===== src/rtl/motor_move_ctrl_pkg.sv =====
// rtl/motor_move_ctrl_pkg.sv - shared FSM state and termination status encodings for the move controller
package MotorCtrlPkg;

  typedef enum logic [2:0] {
    IDLE,
    SETTLE,
    HIGH,
    LOW,
    FINISH
  } state_t;

  typedef enum logic [2:0] {
    STATUS_OK       = 3'd0,
    STATUS_SWITCH   = 3'd1,
    STATUS_FAIL     = 3'd2,
    STATUS_OVERHEAT = 3'd3,
    STATUS_ABORT    = 3'd4
  } status_t;

endpackage


===== src/rtl/motor_move_ctrl_sync.sv =====
// rtl/motor_move_ctrl_sync.sv - two-flop synchronizer with a per-bit reset value
module sync_2ff #(
  parameter int                 g_Width      = 1,
  parameter logic [g_Width-1:0] g_ResetValue = '0
) (
  input  logic               Clk_ik,
  input  logic               Rst_ir,
  input  logic [g_Width-1:0] Async_ib,
  output logic [g_Width-1:0] Sync_ob
);

  logic [g_Width-1:0] meta;

  always_ff @(posedge Clk_ik or posedge Rst_ir) begin
    if (Rst_ir) begin
      meta    <= g_ResetValue;
      Sync_ob <= g_ResetValue;
    end else begin
      meta    <= Async_ib;
      Sync_ob <= meta;
    end
  end

endmodule


===== src/rtl/motor_move_ctrl.sv =====
// rtl/motor_move_ctrl.sv - stepper move sequencer: settle, step pulse train, limit/fault termination
module motor_move_ctrl
  import MotorCtrlPkg::*;
#(
  parameter int g_CountBits    = 16,
  parameter int g_PeriodBits   = 16,
  parameter int g_SettleCycles = 8
) (
  input  logic                    Clk_ik,
  input  logic                    Rst_ir,
  input  logic                    Start_i,
  input  logic                    Dir_i,
  input  logic                    Boost_i,
  input  logic [g_CountBits-1:0]  StepCount_ib,
  input  logic [g_PeriodBits-1:0] HalfPeriod_ib,
  input  logic                    Abort_i,
  input  logic [1:0]              Switches_ib,
  input  logic                    StepPFail_i,
  input  logic                    OH_i,
  output logic                    StepOutP_o,
  output logic                    StepDIR_o,
  output logic                    StepENAB_o,
  output logic                    StepBOOST_o,
  output logic                    Busy_o,
  output logic                    Done_o,
  output logic [2:0]              Status_ob,
  output logic [g_CountBits-1:0]  StepsDone_ob
);

  localparam int SettleBits = $clog2(g_SettleCycles + 1);
  localparam int TimerBits  = (g_PeriodBits > SettleBits) ? g_PeriodBits : SettleBits;
  localparam logic [TimerBits-1:0] SettleLoad = TimerBits'(g_SettleCycles - 1);

  state_t                 state, nextState;
  status_t                cause, nextCause;
  logic [TimerBits-1:0]   timer;
  logic [TimerBits-1:0]   halfLoad;
  logic [g_CountBits-1:0] countL;
  logic                   boostL;
  logic [3:0]             syncIn, syncOut;
  logic                   failS, ohS, dirSwitchOk, runNext;

  // Switch inputs reset to 1 (released), fault inputs to 0.
  assign syncIn = {StepPFail_i, OH_i, Switches_ib};

  sync_2ff #(
    .g_Width     (4),
    .g_ResetValue(4'b0011)
  ) i_sync (
    .Clk_ik  (Clk_ik),
    .Rst_ir  (Rst_ir),
    .Async_ib(syncIn),
    .Sync_ob (syncOut)
  );

  assign failS       = syncOut[3];
  assign ohS         = syncOut[2];
  assign dirSwitchOk = StepDIR_o ? syncOut[0] : syncOut[1];

  always_comb begin
    nextState = state;
    nextCause = cause;
    case (state)
      IDLE: if (Start_i) nextState = SETTLE;
      SETTLE, HIGH, LOW: begin
        if (failS) begin
          nextState = FINISH;
          nextCause = STATUS_FAIL;
        end else if (ohS) begin
          nextState = FINISH;
          nextCause = STATUS_OVERHEAT;
        end else if (Abort_i) begin
          nextState = FINISH;
          nextCause = STATUS_ABORT;
        end else if (timer == '0) begin
          if (state == HIGH) begin
            nextState = LOW;
          end else if (StepsDone_ob == countL) begin
            // Also covers a zero-step move leaving SETTLE, since StepsDone is 0 there.
            nextState = FINISH;
            nextCause = STATUS_OK;
          end else if (!dirSwitchOk) begin
            nextState = FINISH;
            nextCause = STATUS_SWITCH;
          end else begin
            nextState = HIGH;
          end
        end
      end
      FINISH:  nextState = IDLE;
      default: nextState = IDLE;
    endcase
  end

  assign runNext = (nextState == SETTLE) || (nextState == HIGH) || (nextState == LOW);

  always_ff @(posedge Clk_ik or posedge Rst_ir) begin
    if (Rst_ir) begin
      state        <= IDLE;
      cause        <= STATUS_OK;
      timer        <= '0;
      halfLoad     <= '0;
      countL       <= '0;
      boostL       <= 1'b0;
      StepOutP_o   <= 1'b0;
      StepDIR_o    <= 1'b0;
      StepENAB_o   <= 1'b1;
      StepBOOST_o  <= 1'b0;
      Busy_o       <= 1'b0;
      Done_o       <= 1'b0;
      Status_ob    <= 3'd0;
      StepsDone_ob <= '0;
    end else begin
      state <= nextState;
      cause <= nextCause;

      if (nextState != state) begin
        case (nextState)
          SETTLE:    timer <= SettleLoad;
          HIGH, LOW: timer <= halfLoad;
          default:   timer <= '0;
        endcase
      end else if (timer != '0) begin
        timer <= timer - 1'b1;
      end

      if (state == IDLE && Start_i) begin
        StepDIR_o    <= Dir_i;
        boostL       <= Boost_i;
        countL       <= StepCount_ib;
        halfLoad     <= (HalfPeriod_ib == '0) ? '0 : TimerBits'(HalfPeriod_ib - 1'b1);
        StepsDone_ob <= '0;
      end else if (nextState == HIGH && state != HIGH) begin
        StepsDone_ob <= StepsDone_ob + 1'b1;
      end

      StepOutP_o  <= (nextState == HIGH);
      StepENAB_o  <= !runNext;
      StepBOOST_o <= runNext && ((state == IDLE) ? Boost_i : boostL);
      Busy_o      <= (nextState != IDLE);
      Done_o      <= (state == FINISH);
      if (state == FINISH) Status_ob <= cause;
    end
  end

endmodule


===== config.mk =====
export PLATFORM = sky130hd
export DESIGN_NAME = motor_move_ctrl
export DESIGN_NICKNAME = d
export VERILOG_FILES = /design/src/rtl/motor_move_ctrl_pkg.sv /design/src/rtl/motor_move_ctrl_sync.sv /design/src/rtl/motor_move_ctrl.sv
export SDC_FILE = /design/constraint.sdc
export NUM_CORES = 1
export LEC_CHECK = 0
export ABC_CLOCK_PERIOD_IN_PS = 7300
export BUFFER_PORTS_ARGS = -buffer_cell sky130_fd_sc_hd__clkbuf_2
export CAP_MARGIN = 15
export CORE_MARGIN = 2
export CORE_UTILIZATION = 33
export CTS_CLUSTER_SIZE = 10
export DETAILED_ROUTE_END_ITERATION = 10
export MAX_ROUTING_LAYER = met4
export PLACE_DENSITY = 0.61
export REMOVE_ABC_BUFFERS = 1
export SETUP_SLACK_MARGIN = 0.3
export SYNTH_ARGS = -nofsm -noshare
export SYNTH_HDL_FRONTEND = slang
export SYNTH_SLANG_ARGS = --single-unit

===== constraint.sdc =====
create_clock -name Clk_ik -period 7.3 [get_ports Clk_ik]
set_input_delay 0.365 -clock Clk_ik [delete_from_list [all_inputs] [get_ports Clk_ik]]
set_output_delay 0.365 -clock Clk_ik [all_outputs]
set_load 0.05 [all_outputs]

## Word-level counts from Yosys, hierarchy flattened

Index checks and enable logic that the tools add are counted.

| storage, ports and cells | value |
|---|---|
| output and inout bits | 25 |
| bits in registers | 88 |
| ROM bits | 0 |
| memories kept | 0 |
| bits in latches | 0 |
| input bits | 42 |
| word-level logic and storage cells | 72 |
| bits in writable memories | 0 |

| operators by class | value |
|---|---|
| eq/ne operators | 12 |
| shift operators | 0 |
| magnitude comparators | 0 |
| bitwise gates (word level) | 0 |
| multipliers | 0 |
| reduce and logical (&&, ||, !) cells | 17 |
| add/subtract/negate cells | 3 |
| divide/modulo/power cells | 0 |
| multiplexer cells | 24 |

Operators with widths:

| kind | number |
|---|---|
| 16-bit 2-to-1 mux | 5 |
| 3-bit 2-to-1 mux | 15 |
| 16-bit logical NOT | 2 |
| 16-bit one-hot mux with 2 select lines | 1 |
| 16-bit by 1-bit subtractor with 16-bit output (second input constant) | 2 |
| 16-bit by 1-bit adder with 16-bit output (second input constant) | 1 |
| 16-bit equality test | 1 |
| 16-bit nonzero test | 1 |
| 3-bit by 2-bit equality test with 1-bit output (second input constant) | 4 |
| 3-bit by 1-bit equality test with 1-bit output (second input constant) | 2 |
| 3-bit one-hot mux with 2 select lines | 1 |
| 5-bit by 2-bit inequality test with 1-bit output (second input constant) | 1 |
| 4-bit by 2-bit inequality test with 1-bit output (second input constant) | 1 |
| 4-bit AND reduction | 1 |
| 2-bit nonzero test | 2 |
| 4-bit nonzero test | 1 |
| 3-bit equality test (second input constant) | 1 |
| 1-bit logical AND | 3 |
| 3-bit logical NOT | 1 |
| 3-bit by 2-bit inequality test with 1-bit output (second input constant) | 1 |
| 3-bit inequality test | 1 |
| 3-bit nonzero test | 1 |
| 3-bit OR reduction | 1 |
| 1-bit logical OR | 2 |
| 3 further kinds | 4 |

## Longest topological paths before layout

Gate-level depths: netlist of run 1.

| logic depth | value |
|---|---|
| depth in word-level cells | 13 |
| depth in mapped cells | 11 |
| gate-level depth less buffers | 9 |

## Modules after synthesis

A second synthesis of run 1 with hierarchy kept.

| unflattened totals | value |
|---|---|
| cells, all modules | 468 |
| area, all modules | 4,426.7 um2 |

Modules (own cells, without submodules):

| module | area each (um2) | sequential area each (um2) | times used | cells each |
|---|---|---|---|---|
| motor_move_ctrl | 4,217.8 | 2,003.2 | 1 | 459 |
| sync_2ff | 209.0 | 205.2 | 1 | 9 |

## Worst setup path after synthesis of run 1

No wires, ideal clock.

| timing path | value |
|---|---|
| path kind | flip-flop to flip-flop |
| start | register StepsDone_ob[6] |
| end | register timer[0] |
| path buffers | 2 |
| data required time | 7.221 ns |
| setup time | 0.079 ns |
| clock period less this slack | 2.590 ns |
| arrival time | 2.511 ns |
| cell stages (with the launch flop) | 9 |
| setup slack | 4.710 ns |
| path through | dfrtp_1 -> clkbuf_1 -> xnor2_1 -> nand4_1 -> nor4_1 -> nor2_1 -> o211ai_2 -> buf_4 -> mux2i_1 |

| on the way | value |
|---|---|
| cells in the longest elaborated chain, start to end | 12 |
| elaborated cells on any way between the ends | 16 |
| those cells by class | eq/ne (5); mux (9); reduce/logical (2) |

RTL lines:

| item | line | RTL |
|---|---|---|
| start, declared | motor_move_ctrl.sv:27 | `output logic [g_CountBits-1:0] StepsDone_ob` |
| start signal, assigned | motor_move_ctrl.sv:134 | `StepsDone_ob <= StepsDone_ob + 1'b1;` |
| 16-bit equality test * | motor_move_ctrl.sv:78 | `end else if (StepsDone_ob == countL) begin` |
| 3-bit 2-to-1 mux * | motor_move_ctrl.sv:78 |  |
| 3-bit 2-to-1 mux * | motor_move_ctrl.sv:76 | `if (state == HIGH) begin` |
| 3-bit 2-to-1 mux * | motor_move_ctrl.sv:75 | `end else if (timer == '0) begin` |
| 3-bit 2-to-1 mux * | motor_move_ctrl.sv:72 | `end else if (Abort_i) begin` |
| 3-bit 2-to-1 mux * | motor_move_ctrl.sv:69 | `end else if (ohS) begin` |
| 3-bit 2-to-1 mux * | motor_move_ctrl.sv:66 | `if (failS) begin` |
| 3-bit one-hot mux with 2 select lines * | motor_move_ctrl.sv:63 | `case (state)` |
| 3-bit by 2-bit equality test with 1-bit output | motor_move_ctrl.sv:118 | `case (nextState)` |
| 2-bit OR reduction | motor_move_ctrl.sv:118 |  |
| 16-bit one-hot mux with 2 select lines | motor_move_ctrl.sv:118 |  |
| 16-bit 2-to-1 mux | motor_move_ctrl.sv:117 | `if (nextState != state) begin` |
| end signal, assigned | motor_move_ctrl.sv:119 | `SETTLE: timer <= SettleLoad;` |
| end signal, assigned | motor_move_ctrl.sv:120 | `HIGH, LOW: timer <= halfLoad;` |
| end signal, assigned | motor_move_ctrl.sv:124 | `timer <= timer - 1'b1;` |
| end, declared | motor_move_ctrl.sv:36 | `logic [TimerBits-1:0] timer;` |

Every way passes the cells marked *; elsewhere a longest branch is shown, timed or not.
A chain may end at the register's enable or synchronous reset.

## Worst setup path in the final report of run 1

| timing path | value |
|---|---|
| start | register timer[9] |
| end | register StepsDone_ob[12] |

| on the way | value |
|---|---|
| cells in the longest elaborated chain, start to end | 9 |

RTL lines:

| item | line | RTL |
|---|---|---|
| 16-bit logical NOT | motor_move_ctrl.sv:75 |  |
| 3-bit 2-to-1 mux | motor_move_ctrl.sv:75 |  |
| 3-bit 2-to-1 mux | motor_move_ctrl.sv:72 |  |
| 3-bit 2-to-1 mux | motor_move_ctrl.sv:69 |  |
| 3-bit 2-to-1 mux | motor_move_ctrl.sv:66 |  |
| 3-bit one-hot mux with 2 select lines | motor_move_ctrl.sv:63 |  |
| 3-bit by 2-bit equality test with 1-bit output | motor_move_ctrl.sv:133 | `end else if (nextState == HIGH && state != HIGH) begin` |
| 1-bit logical AND | motor_move_ctrl.sv:133 |  |
| 2-bit nonzero test (no line) | n/a |  |

No other way between the ends.

==> results of run 1 <==
[worst max path at each step]
stage	from	to	slack, ns
after global routing	timer[6]	StepsDone_ob[12]	4.03
after global placement	timer[9]	StepsDone_ob[12]	4.24
after floorplan	timer[9]	StepsDone_ob[12]	4.65
final	timer[9]	StepsDone_ob[12]	4.20
after CTS	timer[9]	StepsDone_ob[12]	4.17
after detailed placement	timer[9]	StepsDone_ob[14]	4.22
[area by class of cell]
| class | instances | share of cell area |
|---|---|---|
| clock buffer | 12 | 0.0462 |
| clock inverter | 4 | 0.0101 |
| inverter | 12 | 0.00869 |
| multi-input combinational | 355 | 0.409 |
| sequential | 88 | 0.414 |
| tap | 176 | 0.0413 |
| timing repair buffer | 71 | 0.0704 |
[per-layer routing]
metal / GRT usage / share of wire
met1: 0.204 / 0.47
met4: 0.0560 / 0.016
met3: 0.0432 / 0.047
met2: 0.243 / 0.47
met5: - / 0
[cells in the mapped netlist, types with 2 or more instances]
master / count / area (um^2)
nand4_1: 12 / 75.1
xnor2_1: 30 / 263
mux2i_1: 26 / 260
nor3_1: 13 / 65.1
nand3_1: 10 / 50.1
xor2_1: 9 / 78.8
and4_1: 2 / 17.5
nor4_1: 4 / 25.0
o21a_1: 3 / 22.5
o211ai_1: 5 / 37.5
and3_1: 3 / 18.8
and2_1: 7 / 43.8
ha_1: 4 / 50.1
o2111ai_1: 4 / 35.0
buf_6: 2 / 22.5
nand4b_1: 2 / 17.5
buf_1: 2 / 7.51
clkbuf_1: 14 / 52.6
o31ai_1: 4 / 30.0
a21o_1: 4 / 30.0
dfrtp_1: 83 / 2080
nor2b_1: 2 / 12.5
nand3b_1: 2 / 15.0
or3_1: 5 / 31.3
or4_1: 11 / 82.6
nand2b_1: 2 / 12.5
a21oi_1: 7 / 35.0
o21ai_0: 21 / 105
nand2_1: 111 / 417
dfstp_2: 5 / 131
buf_2: 2 / 10.0
nor2_1: 29 / 109
inv_1: 12 / 45.0
mux2_2: 5 / 56.3
[flip-flops by register name (all words and copies together) (netlist names)]
register	flops
StepsDone_ob	16
countL	16
halfLoad	16
timer	16
i_sync.Sync_ob	4
i_sync.meta	4
Status_ob	3
cause	3
state	3
Busy_o	1
Done_o	1
StepBOOST_o	1
StepDIR_o	1
StepENAB_o	1
StepOutP_o	1
boostL	1
[kinds of logic (layout without fill, tap and decap cells)]
group,count (synthesis),after routing
adders and majority gates,4,4
AOI/OAI and AO/OA,58,58
DFF,88,88
buffers and inverters,33,99
and+or+nand+nor,223,223
xor gates and xnor gates,39,39
muxes,31,31
[power by group through the flow]
stage                     Sequential (mW)  Clock (mW)  Combinational (mW)
after floorplan                     0.803           0               0.556
after global placement              0.769           0               0.790
after detailed placement            0.772           0               0.798
after CTS                           0.766       0.475               0.804
after global routing                0.785       0.499               0.895
final                               0.765       0.466               0.803
[critical path, cell delays in order (launching register included)]
cell	delay [ns]
dfrtp_1	0.40
or4_1	0.55
and4bb_4	0.48
nand4b_2	0.14
o21a_4	0.31
inv_1	0.54
nand4_1	0.23
mux2_2	0.33
[through the flow]
step	instance area, um^2	hold slack, ns
2_1_floorplan	4430	0.331
3_3_place_gp	5010	0.339
4_1_cts	5320	0.0860
3_5_place_dp	5010	0.340
5_1_grt	5330	0.0812
6_report	5330	0.0965
==> summary.md, run 1 <==
| Metric | Value |
|---|---|
| Synth Cell Area | between 4000 and 5000 um^2 |
| R2R depth | 7 |
| Status | complete, no violations |
| Post-Syn Instances | 476 |
| Seq cells post-synth | between 80 and 90 |
| Clock Tree Buf Depth | 2 |
| Top FF cell, synth | dfrtp_1 |
| Switching Share | 0.389 |
| Final Util | 0.399 |
| Simple-gate share of the synthesized area | 0.239 |
| Synth Area in Adders | 0.0110 |
| Worst min-delay path class | in2reg |
| Cts hold-fix bufs | 0 |
| Most common cell after layout, fill and taps aside | nand2_1 |
| Leak Pwr | 2.52 nW |
| CTS H-tree depth | 3 |
| Pre-antenna DRT Iters | 4 |
| Post-synth EDFFs | 0 |
| Avg Inst Size Synth | 9.52 um^2 |
| Chip height | 121 um |
| HPWL after DPL | 7570 um |
| Number of global-route vias before repair | 3505 |
| Synth unique cells | 53 |
| Sequential share of the synthesized area | 0.487 |
| Cell Count, Final, Fillers Out | 718 |
| Worst-path fanout max | 25 |
| Setup Viol. Count Final | 0 |
| Clk_skew | 0.0151 ns |
| Yosys warnings | 0 |
| GPL Wtd Cong | 0.834 |
| Min-delay src | Switches_ib[0] |
| R2R setup slack | 4.20 ns |
| Final WL | between 10000 and 15000 um |
| Row cnt | 42 |
| Largest net degree at the start of global routing | 48 |
| Sequential Power Share | 0.376 |
| Post-synthesis compound-gate area fraction | 0.0858 |
| Slew headroom | 0.479 |
| Synth Area in XOR/XNOR | 0.0754 |
| Vias | roughly 3600 |
| Clk pin slew, worst setup/hold paths | 0.07 ns |
| Initial core utilization | 0.340 |
| Fin nets | 583 |
| Pint | roughly 1.2 mW |
| Vias/cell | 5.03 |
| Most frequent cells in the layout | 111 x nand2_1, 83 x dfrtp_1, 66 x clkbuf_2 |
| Share of synthesized registers carrying an async set or reset | 1.00 |
| CP Capture Type | flip-flop |
| I/O pins | 67 |
| Clock sinks | 88 |
| Highest clock rate | roughly 0.32 GHz |
| First DRT Iteration DRCs | between 200 and 250 |
| Post-synthesis mux area share | 0.0698 |
| Minimum clock period | 3.10 ns |
| Reg area | 2210 um^2 |
| Ratio of cells with drive above 1 in the final layout | 0.194 |
| Final Cycle Share | 0.424 |
| Main combinational cell family by area after synthesis | simple AND/OR/NAND/NOR gates |
| Number of CTS-inserted buffers | 9 |
| Slew @ Worst Pin | 0.781 ns |
| DP Cell Count | 701 |
| RSZ-0062 raised after global routing | no |
| Tot GR Track Use | 0.159 |
| Cts repair resizes | 0 |
| Port Buffer Count | 66 |
| WP data required | between 7 and 8 ns |
| Post-route ant nets | 0 |
| Global-route wire length before repair | approximately 18000 um |
| Fin. max-slew vios | 0 |
| Post-Place Setup Slack | 4.22 ns |
| Area Overhead vs Synth | 17.6% |
| Worst R2R Start | timer[9] |
| Pwr dens | 382 nW/um^2 |
| Pwr Total | 2.03 mW |
| Later-pin clock latency in the skew report | 0.35 ns |
| Worst VDD drop | 127 uV |
| N_diodes | 0 |
| Worst setup margin | 4.20 ns |
| Setup_tns | 0 ns |
| Initial antenna violation count | 0 |
| Setup Fix Bufs, Post-CTS | 0 |
| Root Buffer | clkbuf_16 |
| WL/cell | between 10 and 15 um |
| # fillers | 1388 |
| Width of the die | between 100 and 150 um |
| Worst Hold Path Cells | 1 |
| Critical Path Source Type | flip-flop |
| Critical path arrival | 3.34 ns |
| Hold EP | i_sync.meta[0] |
| Die area | 14700 um^2 |
| Reg2reg end | StepsDone_ob[12] |
| Area of the multi-input gates | ~2200 um^2 |
| Congestion Overflow GR | 0 |
| Core footprint | roughly 13000 um^2 |
| Crit Path Class | reg2reg |
| Number of remaining DRC errors | 0 |
| Logic pwr share | 0.395 |
| Final hold vios | 0 |
| Clk pwr share | 0.229 |
| P_sw | 0.791 mW |
| Max-Cap Viols | 0 |
| CTS tree | done |
Note: power is estimated with default switching activity, not from simulation.
==> run 2, diff against run 1 <==
--- a/config.mk
+++ b/config.mk
@@ -5,7 +5,7 @@
 export SDC_FILE = /design/constraint.sdc
 export NUM_CORES = 1
 export LEC_CHECK = 0
-export ABC_CLOCK_PERIOD_IN_PS = 7300
+export ABC_CLOCK_PERIOD_IN_PS = 3200
 export BUFFER_PORTS_ARGS = -buffer_cell sky130_fd_sc_hd__clkbuf_2
 export CAP_MARGIN = 15
 export CORE_MARGIN = 2
==> constraint.sdc (replaced) <==
create_clock -name Clk_ik -period 3.2 [get_ports Clk_ik]
set_input_delay 0.16 -clock Clk_ik [delete_from_list [all_inputs] [get_ports Clk_ik]]
set_output_delay 0.16 -clock Clk_ik [all_outputs]
set_load 0.05 [all_outputs]
==> summary.md, run 2 (synthesis gave the netlist of run 1 again) <==
| Metric | Value |
|---|---|
| Minimum clock period | 2.70 ns (-0.392 ns) |
| Post-Place Setup Slack | 0.530 ns (-3.69 ns) |
| Crit Path Class | reg2reg |
| Highest clock rate | 0.370 GHz (+15%) |
| Port Buffer Count | 66 (unchanged) |
| Clock sinks | 88 (unchanged) |
| Fin nets | 603 (+3.4%) |
| WL/cell | 14.6 um (-2.2%) |
| Later-pin clock latency in the skew report | 0.35 ns (about the same) |
| Width of the die | 121 um (unchanged) |
| Root Buffer | clkbuf_16 |
| RSZ-0062 raised after global routing | no |
| Worst min-delay path class | in2reg |
| Worst-path fanout max | 16 (-36%) |
| Pint | 2.78 mW (+120%) |
| Initial antenna violation count | 0 (unchanged) |
| Vias | 3695 (+2.3%) |
| Largest net degree at the start of global routing | 51 (+6.3%) |
| Initial core utilization | 0.340 (unchanged) |
| Number of CTS-inserted buffers | 9 (unchanged) |
| Most frequent cells in the layout | 111 x nand2_1, 83 x dfrtp_1, 66 x clkbuf_2 |
| Cell Count, Final, Fillers Out | 738 (+2.8%) |
| Final hold vios | 0 (unchanged) |
| CP startpoint | timer[9] |
| Max-Cap Viols | 0 (unchanged) |
| Leak Pwr | 2.60 nW (+3.4%) |
| Critical path arrival | 2.92 ns (-0.42 ns) |
| CP endpoint | StepsDone_ob[15] |
| WP data required | 3.42 ns (-4.12 ns) |
| HPWL after DPL | 7530 um (-0.54%) |
| CP cell instances | or4_1 > and4bb_4 > nand4b_2 > o21a_4 > inv_1 > buf_4 > a31o_2 > a21oi_1 |
| Worst VDD drop | 365 uV (+190%) |
| Final Cell Area | 5500 um^2 (+3.2%) |
| Ratio of cells with drive above 1 in the final layout | 0.196 (+0.00200) |
| Tot GR Track Use | 0.159 (about the same) |
| Pre-antenna DRT Iters | 4 (unchanged) |
| R2R setup slack | 0.50 ns (-3.71 ns) |
| First DRT Iteration DRCs | 257 (+13%) |
| Clock Tree Buf Depth | 2 (unchanged) |
| CTS H-tree depth | 3 (unchanged) |
| Worst R2R Start | timer[9] |
| GPL Wtd Cong | 0.862 (+3.4%) |
| Chip height | 121 um (unchanged) |
| Sequential Power Share | 0.379 (+0.003) |
| N_diodes | 0 (unchanged) |
| Slew headroom | 0.393 (-0.0853) |
| Global-route wire length before repair | 17800 um (+0.86%) |
| Setup Fix Bufs, Post-CTS | 0 (unchanged) |
| Crit path max-delay cell type | or4_1 |
| Setup Viol. Count Final | 0 (unchanged) |
| Fin. max-slew vios | 0 (unchanged) |
| Switching Share | 0.393 (+0.00400) |
| CTS tree | done |
| Area after DPL | 5060 um^2 (+1.0%) |
| Reg area | 2210 um^2 (unchanged) |
| Number of global-route vias before repair | 3593 (+2.5%) |
| Vias/cell | 5.01 (-0.50%) |
| Clk pwr share | 0.217 (-0.012) |
| Clk pin slew, worst setup/hold paths | 0.06 ns (about the same) |
| Pwr dens | 833 nW/um^2 (+120%) |
| R2R depth | 8 (+1) |
| Area Overhead vs Synth | 21.4% |
| Reg2reg end | StepsDone_ob[15] |
| Core footprint | 13300 um^2 (unchanged) |
| DP Cell Count | 706 (+0.71%) |
| Row cnt | 42 (unchanged) |
| CP Capture Type | flip-flop |
| Most common cell after layout, fill and taps aside | nand2_1 |
| Congestion Overflow GR | 0 (unchanged) |
| # fillers | 1327 (-4.4%) |
| Setup_tns | 0 ns (unchanged) |
| Area of the multi-input gates | 2190 um^2 (+0.40%) |
| Die area | 14700 um^2 (unchanged) |
| Post-route ant nets | 0 (unchanged) |
| Cts repair resizes | 0 (unchanged) |
| Worst setup margin | 0.496 ns (-3.71 ns) |
| Status | complete, no violations |
| P_sw | 1.80 mW (+130%) |
| Clk_skew | 0.00779 ns (-0.00733 ns) |
| Logic pwr share | 0.404 (+0.009) |
| CP peak stage delay | 0.56 ns (about the same) |
| Final Cycle Share | 0.845 (+0.421) |
| Number of remaining DRC errors | 0 (unchanged) |
| Final WL | 10800 um (+0.49%) |
| Critical Path Source Type | flip-flop |
| I/O pins | 67 (unchanged) |
| Slew @ Worst Pin | 0.909 ns (+0.128 ns) |
[run 2: metrics by stage]
step           power, mW  utilization  hold slack (ns)
5_1_grt             4.92        0.412          0.00816
3_5_place_dp        3.59        0.379            0.249
6_report            4.59        0.412          0.00682
4_1_cts             4.62        0.412          0.00140
3_3_place_gp        3.55        0.379            0.249
2_1_floorplan       3.10            -            0.164
[run 2: worst min-delay path by stage]
stage / start / end / slack (ns) / cells past startpoint
6_report: StepCount_ib[12] / countL[12] / 0.007 / 3
5_1_grt: StepCount_ib[10] / countL[10] / 0.008 / 3
4_1_cts: StepCount_ib[10] / countL[10] / 0.001 / 3
3_5_place_dp: Switches_ib[0] / i_sync.meta[0] / 0.25 / 1
3_3_place_gp: Switches_ib[1] / i_sync.meta[1] / 0.25 / 1
2_1_floorplan: Switches_ib[0] / i_sync.meta[0] / 0.16 / 0
[run 2: timing repair]
action | CTS | global route
endpoints found under the hold margin | 15 | 0
hold buffers | 15 | 0
setup endpoints to repair | 0 | 1
[run 2: layer usage]
metal | routed length, um | vias up | GRT usage
li1 | - | 1815 | -
met1 | 5250 | 1791 | 0.214
met2 | 4930 | 73 | 0.236
met3 | 330 | 16 | 0.0263
met4 | 256 | 0 | 0.0726
met5 | 0 | - | -
[run 2: power groups by stage]
stage / clock (mW) / sequential, mW / combinational, mW
2_1_floorplan: 0 / 1.83 / 1.27
6_report: 0.994 / 1.74 / 1.85
3_5_place_dp: 0 / 1.76 / 1.83
3_3_place_gp: 0 / 1.75 / 1.80
4_1_cts: 1.02 / 1.74 / 1.86
5_1_grt: 1.07 / 1.78 / 2.07
[run 2: layout make-up]
| cell class | count | share of cell area |
|---|---|---|
| Clock inverter | 3 | 0.00318 |
| Clock buffer | 13 | 0.0473 |
| Sequential cell | 88 | 0.401 |
| Multi-Input combinational cell | 356 | 0.398 |
| Tap cell | 176 | 0.0400 |
| Timing Repair Buffer | 90 | 0.102 |
| Inverter | 12 | 0.00841 |
[run 2: worst max-delay path, delay by kind of cell (launching register included)]
family,cells,cell delay [ns]
flops,1,0.41
simple gates,3,1.20
compound gates,3,0.51
buf+inv,2,0.45
